[src/rtl/roc_readout_emulator_pkg.sv]
// Shared definitions for the ROC readout emulator: trigger command bit
// positions, readout FSM encoding, trigger FIFO entry layout and word builders.
package roc_readout_emulator_pkg;

    // Bit positions on the 5-bit trigger command bus (bit 0 is unused).
    // These must stay in step with the trigger switch encoding.
    localparam int TRG_BIT = 1;
    localparam int RSR_BIT = 2;
    localparam int RST_BIT = 3;
    localparam int CAL_BIT = 4;

    // Fixed prefixes that identify header and hit words on the data bus.
    localparam logic [2:0] HDR_PREFIX = 3'b101;
    localparam logic [3:0] HIT_PREFIX = 4'b0101;

    typedef enum logic [2:0] {
        ST_IDLE   = 3'd0,
        ST_DELAY  = 3'd1,
        ST_HEADER = 3'd2,
        ST_HITS   = 3'd3,
        ST_TOUT   = 3'd4
    } state_t;

    // One pending trigger: calibration flag plus the event number it carries.
    typedef struct packed {
        logic       cal;
        logic [7:0] ev;
    } entry_t;

    localparam int ENTRY_W = $bits(entry_t);

    function automatic logic [15:0] header_word(input logic empty, input entry_t e);
        return {HDR_PREFIX, empty, 3'b000, e.cal, e.ev};
    endfunction

    function automatic logic [15:0] hit_word(input logic [3:0] k, input logic [7:0] ev);
        return {HIT_PREFIX, k, ev};
    endfunction

endpackage

[src/rtl/roc_readout_emulator_trigger_fifo.sv]
// Small synchronous FIFO holding pending trigger entries. A pop and a push in
// the same cycle are both accepted even when full; clear empties it at once.
module roc_readout_emulator_trigger_fifo #(
    parameter int DEPTH = 4,
    parameter int WIDTH = 9
) (
    input  logic             clk,
    input  logic             reset,
    input  logic             sync_i,
    input  logic             push_i,
    input  logic             pop_i,
    input  logic             clear_i,
    input  logic [WIDTH-1:0] din_i,
    output logic [WIDTH-1:0] dout_o,
    output logic             full_o,
    output logic             empty_o
);

    localparam int AW = $clog2(DEPTH);
    localparam logic [AW:0] FULL_CNT = (AW + 1)'(DEPTH);

    logic [WIDTH-1:0] mem_q [DEPTH];
    logic [AW-1:0]    wptr_q, wptr_d;
    logic [AW-1:0]    rptr_q, rptr_d;
    logic [AW:0]      cnt_q, cnt_d;
    logic             do_push, do_pop;

    assign full_o  = (cnt_q == FULL_CNT);
    assign empty_o = (cnt_q == '0);
    assign dout_o  = mem_q[rptr_q];

    assign do_pop  = sync_i && pop_i && !empty_o;
    assign do_push = sync_i && push_i && (!full_o || do_pop);

    // Pointer and occupancy next-state; clear overrides any push or pop.
    always_comb begin
        wptr_d = wptr_q;
        rptr_d = rptr_q;
        cnt_d  = cnt_q;
        if (sync_i && clear_i) begin
            wptr_d = '0;
            rptr_d = '0;
            cnt_d  = '0;
        end else begin
            if (do_push) wptr_d = wptr_q + 1'b1;
            if (do_pop)  rptr_d = rptr_q + 1'b1;
            case ({do_push, do_pop})
                2'b10:   cnt_d = cnt_q + 1'b1;
                2'b01:   cnt_d = cnt_q - 1'b1;
                default: cnt_d = cnt_q;
            endcase
        end
    end

    // Pointer and occupancy registers.
    always_ff @(posedge clk or posedge reset) begin
        if (reset) begin
            wptr_q <= '0;
            rptr_q <= '0;
            cnt_q  <= '0;
        end else begin
            wptr_q <= wptr_d;
            rptr_q <= rptr_d;
            cnt_q  <= cnt_d;
        end
    end

    // Storage array; contents are only meaningful below the occupancy count.
    always_ff @(posedge clk) begin
        if (do_push && !clear_i) mem_q[wptr_q] <= din_i;
    end

endmodule

[src/rtl/roc_readout_emulator.sv]
// ROC readout emulator: decodes trigger commands into a pending-trigger FIFO
// and answers each token-in with a header, nhits hit words and a token-out.
// All state advances only on cycles with sync=1.
module roc_readout_emulator
    import roc_readout_emulator_pkg::*;
#(
    parameter int FIFO_DEPTH = 4
) (
    input  logic        clk,
    input  logic        reset,
    input  logic        sync,
    input  logic        enable,
    input  logic [4:0]  trg_in,
    input  logic        tin,
    input  logic [7:0]  delay,
    input  logic [3:0]  nhits,
    output logic        tout,
    output logic        data_valid,
    output logic [15:0] data,
    output logic        busy,
    output logic        overflow
);

    logic        cmd_act, cmd_rst, cmd_rsr, cmd_trg, cmd_cal, tin_acc;
    logic        fifo_full, fifo_empty;
    entry_t      fifo_dout, head_entry, push_entry;
    logic        unused_trg0;

    state_t      state_q, state_d;
    logic [7:0]  ev_q, ev_d;
    logic [7:0]  cnt_q, cnt_d;
    logic        cal_armed_q, cal_armed_d;
    logic        ovf_q, ovf_d;
    entry_t      rd_q, rd_d;
    logic        rd_empty_q, rd_empty_d;
    logic [3:0]  hit_q, hit_d;
    logic [3:0]  nh_q, nh_d;
    logic [15:0] data_q, data_d;
    logic        dv_q, dv_d;
    logic        tout_q, tout_d;

    assign unused_trg0 = trg_in[0];

    // Commands are only seen on enabled sync cycles; rst > rsr > trg.
    assign cmd_act = sync && enable;
    assign cmd_rst = cmd_act && trg_in[RST_BIT];
    assign cmd_rsr = cmd_act && trg_in[RSR_BIT] && !cmd_rst;
    assign cmd_trg = cmd_act && trg_in[TRG_BIT] && !cmd_rst && !trg_in[RSR_BIT];
    assign cmd_cal = cmd_act && trg_in[CAL_BIT];
    assign tin_acc = cmd_act && tin && (state_q == ST_IDLE) && !cmd_rst;

    // An empty FIFO reads out as an all-zero entry flagged empty.
    assign head_entry = fifo_empty ? '0 : fifo_dout;
    assign push_entry = {cal_armed_q | cmd_cal, ev_q};

    roc_readout_emulator_trigger_fifo #(
        .DEPTH (FIFO_DEPTH),
        .WIDTH (ENTRY_W)
    ) u_trigger_fifo (
        .clk     (clk),
        .reset   (reset),
        .sync_i  (sync),
        .push_i  (cmd_trg),
        .pop_i   (tin_acc),
        .clear_i (cmd_rst || cmd_rsr),
        .din_i   (push_entry),
        .dout_o  (fifo_dout),
        .full_o  (fifo_full),
        .empty_o (fifo_empty)
    );

    // Event counter, calibration arming and sticky overflow bookkeeping.
    always_comb begin
        ev_d        = ev_q;
        cal_armed_d = cal_armed_q;
        ovf_d       = ovf_q;
        if (cmd_rst) begin
            ev_d        = 8'd0;
            cal_armed_d = 1'b0;
            ovf_d       = 1'b0;
        end
        if (cmd_cal) cal_armed_d = 1'b1;
        if (cmd_trg) begin
            ev_d        = ev_q + 8'd1;
            cal_armed_d = 1'b0;
            // A simultaneous pop frees a slot, so only a pure push on full drops.
            if (fifo_full && !tin_acc) ovf_d = 1'b1;
        end
    end

    // Readout FSM next-state and registered output words.
    always_comb begin
        state_d    = state_q;
        cnt_d      = cnt_q;
        hit_d      = hit_q;
        nh_d       = nh_q;
        rd_d       = rd_q;
        rd_empty_d = rd_empty_q;
        data_d     = data_q;
        dv_d       = dv_q;
        tout_d     = tout_q;
        if (sync) begin
            dv_d   = 1'b0;
            tout_d = 1'b0;
            case (state_q)
                ST_IDLE: begin
                    if (tin_acc) begin
                        rd_d       = head_entry;
                        rd_empty_d = fifo_empty;
                        // Zero delay goes straight to the header cycle.
                        if (delay == 8'd0) begin
                            state_d = ST_HEADER;
                            data_d  = header_word(fifo_empty, head_entry);
                            dv_d    = 1'b1;
                        end else begin
                            state_d = ST_DELAY;
                            cnt_d   = delay - 8'd1;
                        end
                    end
                end
                ST_DELAY: begin
                    if (cnt_q == 8'd0) begin
                        state_d = ST_HEADER;
                        data_d  = header_word(rd_empty_q, rd_q);
                        dv_d    = 1'b1;
                    end else begin
                        cnt_d = cnt_q - 8'd1;
                    end
                end
                ST_HEADER: begin
                    if (nhits == 4'd0 || rd_empty_q) begin
                        state_d = ST_TOUT;
                        tout_d  = 1'b1;
                    end else begin
                        state_d = ST_HITS;
                        nh_d    = nhits;
                        hit_d   = 4'd0;
                        data_d  = hit_word(4'd0, rd_q.ev);
                        dv_d    = 1'b1;
                    end
                end
                ST_HITS: begin
                    if (hit_q == nh_q - 4'd1) begin
                        state_d = ST_TOUT;
                        tout_d  = 1'b1;
                    end else begin
                        hit_d  = hit_q + 4'd1;
                        data_d = hit_word(hit_q + 4'd1, rd_q.ev);
                        dv_d   = 1'b1;
                    end
                end
                ST_TOUT: state_d = ST_IDLE;
                default: state_d = ST_IDLE;
            endcase
            // rst aborts any readout silently, without a token-out.
            if (cmd_rst) begin
                state_d = ST_IDLE;
                dv_d    = 1'b0;
                tout_d  = 1'b0;
            end
        end
    end

    // State, bookkeeping and output registers.
    always_ff @(posedge clk or posedge reset) begin
        if (reset) begin
            state_q     <= ST_IDLE;
            ev_q        <= 8'd0;
            cnt_q       <= 8'd0;
            cal_armed_q <= 1'b0;
            ovf_q       <= 1'b0;
            rd_q        <= '0;
            rd_empty_q  <= 1'b0;
            hit_q       <= 4'd0;
            nh_q        <= 4'd0;
            data_q      <= 16'h0000;
            dv_q        <= 1'b0;
            tout_q      <= 1'b0;
        end else begin
            state_q     <= state_d;
            ev_q        <= ev_d;
            cnt_q       <= cnt_d;
            cal_armed_q <= cal_armed_d;
            ovf_q       <= ovf_d;
            rd_q        <= rd_d;
            rd_empty_q  <= rd_empty_d;
            hit_q       <= hit_d;
            nh_q        <= nh_d;
            data_q      <= data_d;
            dv_q        <= dv_d;
            tout_q      <= tout_d;
        end
    end

    assign tout       = tout_q;
    assign data_valid = dv_q;
    assign data       = data_q;
    assign busy       = (state_q != ST_IDLE);
    assign overflow   = ovf_q;

endmodule

[config.mk]
export PLATFORM = sky130hd
export DESIGN_NAME = roc_readout_emulator
export DESIGN_NICKNAME = d
export VERILOG_FILES = /design/src/rtl/roc_readout_emulator_pkg.sv /design/src/rtl/roc_readout_emulator_trigger_fifo.sv /design/src/rtl/roc_readout_emulator.sv
export SDC_FILE = /design/constraint.sdc
export NUM_CORES = 1
export LEC_CHECK = 0
export BUFFER_PORTS_ARGS = -buffer_cell sky130_fd_sc_hd__buf_2
export CORE_ASPECT_RATIO = 2
export CORE_MARGIN = 2
export CORE_UTILIZATION = 43
export CTS_BUF_LIST = sky130_fd_sc_hd__clkbuf_4 sky130_fd_sc_hd__clkbuf_8
export CTS_CLUSTER_DIAMETER = 40
export DETAILED_ROUTE_END_ITERATION = 12
export SYNTH_ARGS = -nofsm -noshare
export SYNTH_HDL_FRONTEND = slang
export SYNTH_HIERARCHICAL = 1
export SYNTH_SLANG_ARGS = --single-unit
[constraint.sdc]
create_clock -name clk -period 2.82 [get_ports clk]
set_clock_uncertainty 0.05 [all_clocks]
set_input_delay 0.564 -clock clk [delete_from_list [all_inputs] [get_ports clk]]
set_output_delay 0.564 -clock clk [all_outputs]
set_load 0.02 [all_outputs]
Word level (Yosys, flattened, before mapping) --
Memories as Yosys holds them, arrays and structs flattened. Index checks and enable logic that the tools add are counted. Widths: inputs -> output; s select.
Word-level totals: bits in writable memories 36, logic and storage cells 140, register bits 64, memories kept 1, output and inout port bits 20
Cells by class: reduce and logical (&&, ||, !) cells 47, mux-type cells 48, equality and inequality tests 17, bitwise operators 2, $add $sub $neg 9
Memory list:
- u_trigger_fifo.mem_q | words 4, bits a word 9, read ports 1, clocked after Yosys merged registers in 0, write ports 1, RTL line roc_readout_emulator_trigger_fifo.sv:22 | logic [WIDTH-1:0] mem_q [DEPTH];
Operators by type and width (count):
- $mux 16 | 5
- $pmux 16 s4 | 1
- $mux 8 | 5
- $logic_and 1x1->1 | 18
- $mux 3 | 6
- $mux 1 | 17
- $logic_not 8->1 | 2
- $pmux 8 s2 | 1
- $sub 8x1->8 const B | 2
- $ne 2x2->1 const B | 6
- $pmux 3 s4 | 1
- $mux 2 | 5
- $reduce_bool 2->1 | 5
- $mux 9 | 1
- $ne 3x3->1 const B | 3
- $reduce_bool 3->1 | 3
- $add 8x1->8 const B | 1
- $mux 4 | 2
- $pmux 4 s2 | 1
- $reduce_and 4->1 | 2
- $reduce_and 7->1 | 1
- $eq 3x2->1 const B | 2
- $logic_not 1->1 | 6
- $logic_not 3->1 | 2
- other kinds (21) | 25

Logic depth before layout (Yosys ltp) --
depth in word-level cells 11, mapped depth 12

Hierarchy --
Netlist, hierarchy kept.
By module, submodules not included:
- roc_readout_emulator | cells an instance 326, area an instance 3123.0 sq um, instances 1
- roc_readout_emulator_trigger_fifo | cells an instance 104, area an instance 1824.2 sq um, instances 1

Worst setup path before layout --
OpenSTA, ideal clock, no wires.
path type input to register, from in delay[1], to reg data_q[0] (netlist: data[0]), setup slack -0.071 ns, stages on the path 6, arrival time 2.716 ns, cells stage by stage or4_4 > or3_4 > o21ba_1 > a2111oi_4 > buf_6 > mux2_4
Between the ends: word-level cells in the longest chain between the ends 3
Ends and longest elaborated chain:
- start, declared | RTL line roc_readout_emulator.sv:15 | input logic [7:0] delay,
- $logic_not 8->1 | RTL line roc_readout_emulator.sv:111 | if (delay == 8'd0) begin
- $ne 2x1->1 (no line)
- $reduce_and 7->1 (no line)
- end signal, assigned | RTL line roc_readout_emulator.sv:189 | data_q <= data_d;
- end, declared | RTL line roc_readout_emulator.sv:38 | logic [15:0] data_q, data_d;
Every way passes these cells. A chain may end at the register's enable or synchronous reset.

Final worst setup path --
from reg state_q[0], to reg u_trigger_fifo.cnt_q[2]
Between the ends: word-level cells in the longest chain between the ends 10, elaborated cells between the ends (all ways) 12, classes of those cells eq/ne (2); mux (2); reduce/logical (8)
Ends and longest elaborated chain:
- start, declared | RTL line roc_readout_emulator.sv:29 | state_t state_q, state_d;
- start signal, assigned | RTL line roc_readout_emulator.sv:180 | state_q <= state_d;
- $logic_not 3->1 (*) | RTL line roc_readout_emulator.sv:50 | assign tin_acc = cmd_act && tin && (state_q == ST_IDLE) && !cmd_rst;
- $logic_and 1x1->1 (*) (2 in series) | RTL line roc_readout_emulator.sv:50
- named net tin_acc | RTL line roc_readout_emulator.sv:24 | logic cmd_act, cmd_rst, cmd_rsr, cmd_trg, cmd_cal, tin_acc;
- $logic_and 1x1->1 (*) (2 in series) | RTL line roc_readout_emulator_trigger_fifo.sv:32 | assign do_pop = sync_i && pop_i && !empty_o;
- $logic_or 1x1->1 | RTL line roc_readout_emulator_trigger_fifo.sv:33 | assign do_push = sync_i && push_i && (!full_o || do_pop);
- $logic_and 1x1->1 | RTL line roc_readout_emulator_trigger_fifo.sv:33
- $eq 2x1->1 or $eq 2x2->1 (tied branches) | RTL line roc_readout_emulator_trigger_fifo.sv:47 | case ({do_push, do_pop})
- $pmux 3 s2 | RTL line roc_readout_emulator_trigger_fifo.sv:47
- $mux 3 | RTL line roc_readout_emulator_trigger_fifo.sv:40 | if (sync_i && clear_i) begin
- end signal, assigned | RTL line roc_readout_emulator_trigger_fifo.sv:64 | cnt_q <= cnt_d;
- end, declared | RTL line roc_readout_emulator_trigger_fifo.sv:25 | logic [AW:0] cnt_q, cnt_d;
Mark *: on every way through the listed nets, which the timed path passes. The rest lies on a longest branch.

==> out/results.ini <==
[placement]
number_of_buffers_added_on_ports=40
half_perimeter_wire_length_after_detailed_placement_um=8150
gp_congestion=0.840
placement.cell_area_mm2=0.00547

[yosys]
synth_async_sr_flop_share=0.636
ys.warnings.count=6
number_of_enable_flip_flop_cells_after_synthesis=36
synthMuxAreaShare=0.105
post_synth_num_cell_types=65
synth_top_cell_area_share=0.319
arithmetic_cell_share_of_the_synthesized_area_counting_full_adders_half_adders_and_majority_gates=0.0243
avgSynthCellArea_um2=11.5
most_used_standard_cell_by_instance_count_after_synthesis=dfrtp_1
synth.top_cells.by_area=dfrtp_1 (32%), edfxtp_1 (22%), mux4_2 (4.1%)
commonest_cells_in_the_synthesized_netlist=dfrtp_1 (63), nand2_1 (46), edfxtp_1 (36), o21ai_0 (36), nor2_1 (24)
synth_compound_gate_area_share=0.128
synth_simple_gate_area_share=0.147
synth-xor-area-share=0.0260
register_area_share_after_synthesis=0.537
ys_dominant_reg_cell=dfrtp_1
syn_nets=461
ys_ff_latch=99
syn_area_mm2=0.00495
synth_top_family_by_area=simple AND/OR/NAND/NOR gates
postSynthCellCount=430
post-synth-top-area-cell=dfrtp_1

[cells_and_area]
fillCellCount=1057
fin_nets=522
finalInstanceArea_mm2=0.00568
num_antenna_cells=0
drive_above_1_share=0.258
syn2layout_area_growth_pct=14.8

[routing]
wl_final_um=10500
post_drt_via_cell_ratio=5.49
drtAntennaViolNets=0
drt_first_iter_violations=129
drc_markers=0
vias=3504
post_drt_wl_per_cell_um=16.5
drt_pass_1_iters=4

[power_and_ir_drop]
switch_pwr_mw=1.71
intPower_mw=2.80
leakage_power_nw=2.44
p_seq_frac=0.431
fin_total_pwr_mw=4.51
power.ir.vdd_worst_uv=409
switching_fraction_of_total_power=0.380
p_comb_frac=0.367
pwr-share-clk=0.202
power_per_cell_area_mw_per_mm2=794

[critical_path]
critical-path-max-stage-delay_ps=480
cp_slowest_cell=dfrtp_2
crit_path_arrival_time_ps=2830
critPathBufInv=1
endpoint_kind=flop
setup.worst_path.class=flop to flop
crit_path_max_delay_family=simple AND/OR/NAND/NOR gates
worst-endpoint-required_ps=3020
crit_path_cell_trace=or3_1 -> or2_2 -> inv_1 -> o311ai_2 -> nor2_1 -> fa_1 -> nand3_1 -> nor3_1 -> o21ai_0 -> nor3b_2
worst_path_maximum_fanout=9
type_of_element_launching_the_critical_path=flop

[clocking]
path_clk_slew_ps=100
cts_made_buffers=9
clock_latency_of_the_later_clocked_register_in_the_worst_skew_pair_ps=370
cts_num_sinks=99
post_cts_hold_buffer_count=0
tritoncts_clock_tree=yes
clock_path_buffers=2
clk_root_buffer_cell=clkbuf_8
cts_setup_buffers=0
post_cts.resized_instances=0
htreeDepth=3

[outcome]
outcome=finished clean

[timing]
achievable-frequency_ghz=0.380
relSlewSlack=0.570
period_needed_ps=2630
report.final.slew_viol_count=0
rsz0062_at_grt=false
setup_violations=0
worstMarginPinSlew_ps=644
final_min_period_over_clock_period=0.933
fin_worst_hold_slack_ps=77.2
hold_viol_final=0

[hold_path]
min_path_type=input pin to asynchronous set/reset pin

[die]
die_w_um=79.8
pin_count=42
core_region_area_mm2=0.0113
dieHeight_um=156
placementRows=55
initial_utilization=0.438
die_area_mm2=0.0124

[global_route]
largest_net_degree_at_the_start_of_global_routing=29
globalRouteOverflowTotal=0
globalRoute.busiestLayer=met2
first_global_vias=3667
grt_antenna_before_repair=0
met1_usage=0.185
met3_usage=0.0255
grt_use_met2=0.352
grt_pass1_wl_um=17400
gr-usage-all-layers=0.180

[flow_run]
cap_viol_max_count=0

==> power groups by stage <==
stage                     logic, mW  clock network (mW)  registers [mW]
after floorplan                1.14                   0            1.98
after global routing           1.84               0.990            1.98
after detailed placement       1.65                   0            1.97
final                          1.66               0.910            1.94
after global placement         1.61                   0            1.96
after CTS                      1.66               0.935            1.94
==> cells by family (layout without fill, tap and decap cells) <==
logic type / count (synthesis) / after routing
and+or+nand+nor: 143 / 143
DFF: 99 / 99
AOI/OAI and AO/OA: 92 / 92
buffers and inverters: 38 / 104
muxes: 36 / 36
xor gates and xnor gates: 13 / 13
adders and majority gates: 9 / 9
==> registers in the layout (all words and copies together), names as in the netlist <==
signal and flops:
u_trigger_fifo/cnt_q 3, state_q 3, rd_empty_q 1, ev_q 8, cal_armed_q 1, tout 1, rd_q 9, u_trigger_fifo/rptr_q 2
u_trigger_fifo/mem_q 36, data 15, nh_q 4, data_valid 1, hit_q 4, cnt_q 8, overflow 1, u_trigger_fifo/wptr_q 2
==> per-layer routing <==
metal,part of all wire,up-vias
met1,0.38,1734
met2,0.57,63
met5,0,-
met3,0.026,21
met4,0.022,0
li1,-,1686
==> layout by cell type, fill, tap and decap left out, types with 3 or more instances in the layout <==
master,instances
ha_1,8
nor4_1,3
a21o_1,5
inv_1,17
o211a_1,3
dfrtp_1,62
nand2_1,46
buf_2,40
nand3_1,9
mux2i_1,9
a211oi_1,5
nor2_1,24
edfxtp_1,36
or3_1,3
xor2_1,4
and3_1,6
buf_4,28
mux2_2,11
o211ai_1,3
and2_1,8
nand2b_1,15
mux2_4,7
a21oi_1,13
mux4_2,9
o21ai_0,36
xnor2_1,8
clkbuf_8,9
o21a_1,3
nor3_1,14
==> worst paths after layout <==
check	slack, ps	cells after the start	end	from
setup reg to reg	190	10	u_trigger_fifo/cnt_q[2]$_DFFE_PP0P_	state_q[0]$_DFFE_PP0P_
hold / removal	80	2	u_trigger_fifo/wptr_q[1]$_DFFE_PP0P_	reset
setup / recovery	190	10	u_trigger_fifo/cnt_q[2]$_DFFE_PP0P_	state_q[0]$_DFFE_PP0P_
min in group clk	390	2	nh_q[2]$_DFFE_PP0P_	nhits[2]
max in group asynchronous	1860	3	data[10]$_DFFE_PP0P_	reset
hold reg to reg	440	2	rd_q[8]$_DFFE_PP0P_	rd_q[8]$_DFFE_PP0P_
==> metrics by stage <==
stage | setup slack, ps | util | std cells | TNS, ps
after global placement | -48.9 | 0.485 | 622 | -382
after detailed placement | -72.3 | 0.485 | 622 | -620
after floorplan | -24.4 | - | 430 | -170
after global routing | 13.5 | 0.503 | 638 | 0
after CTS | 82.9 | 0.503 | 638 | 0
final | 188 | 0.503 | 638 | 0
==> layout make-up <==
cell class / instances / area [µm²] / share of cell area
sequential: 99 / 2660 / 0.468
multi-input combinational: 293 / 2140 / 0.376
timing repair buffer: 69 / 430 / 0.0758
tap: 142 / 178 / 0.0313
clock buffer: 9 / 124 / 0.0218
clock inverter: 7 / 80.1 / 0.0141
inverter: 19 / 71.3 / 0.0126
No activity file was read; power rests on OpenSTA's default activity.
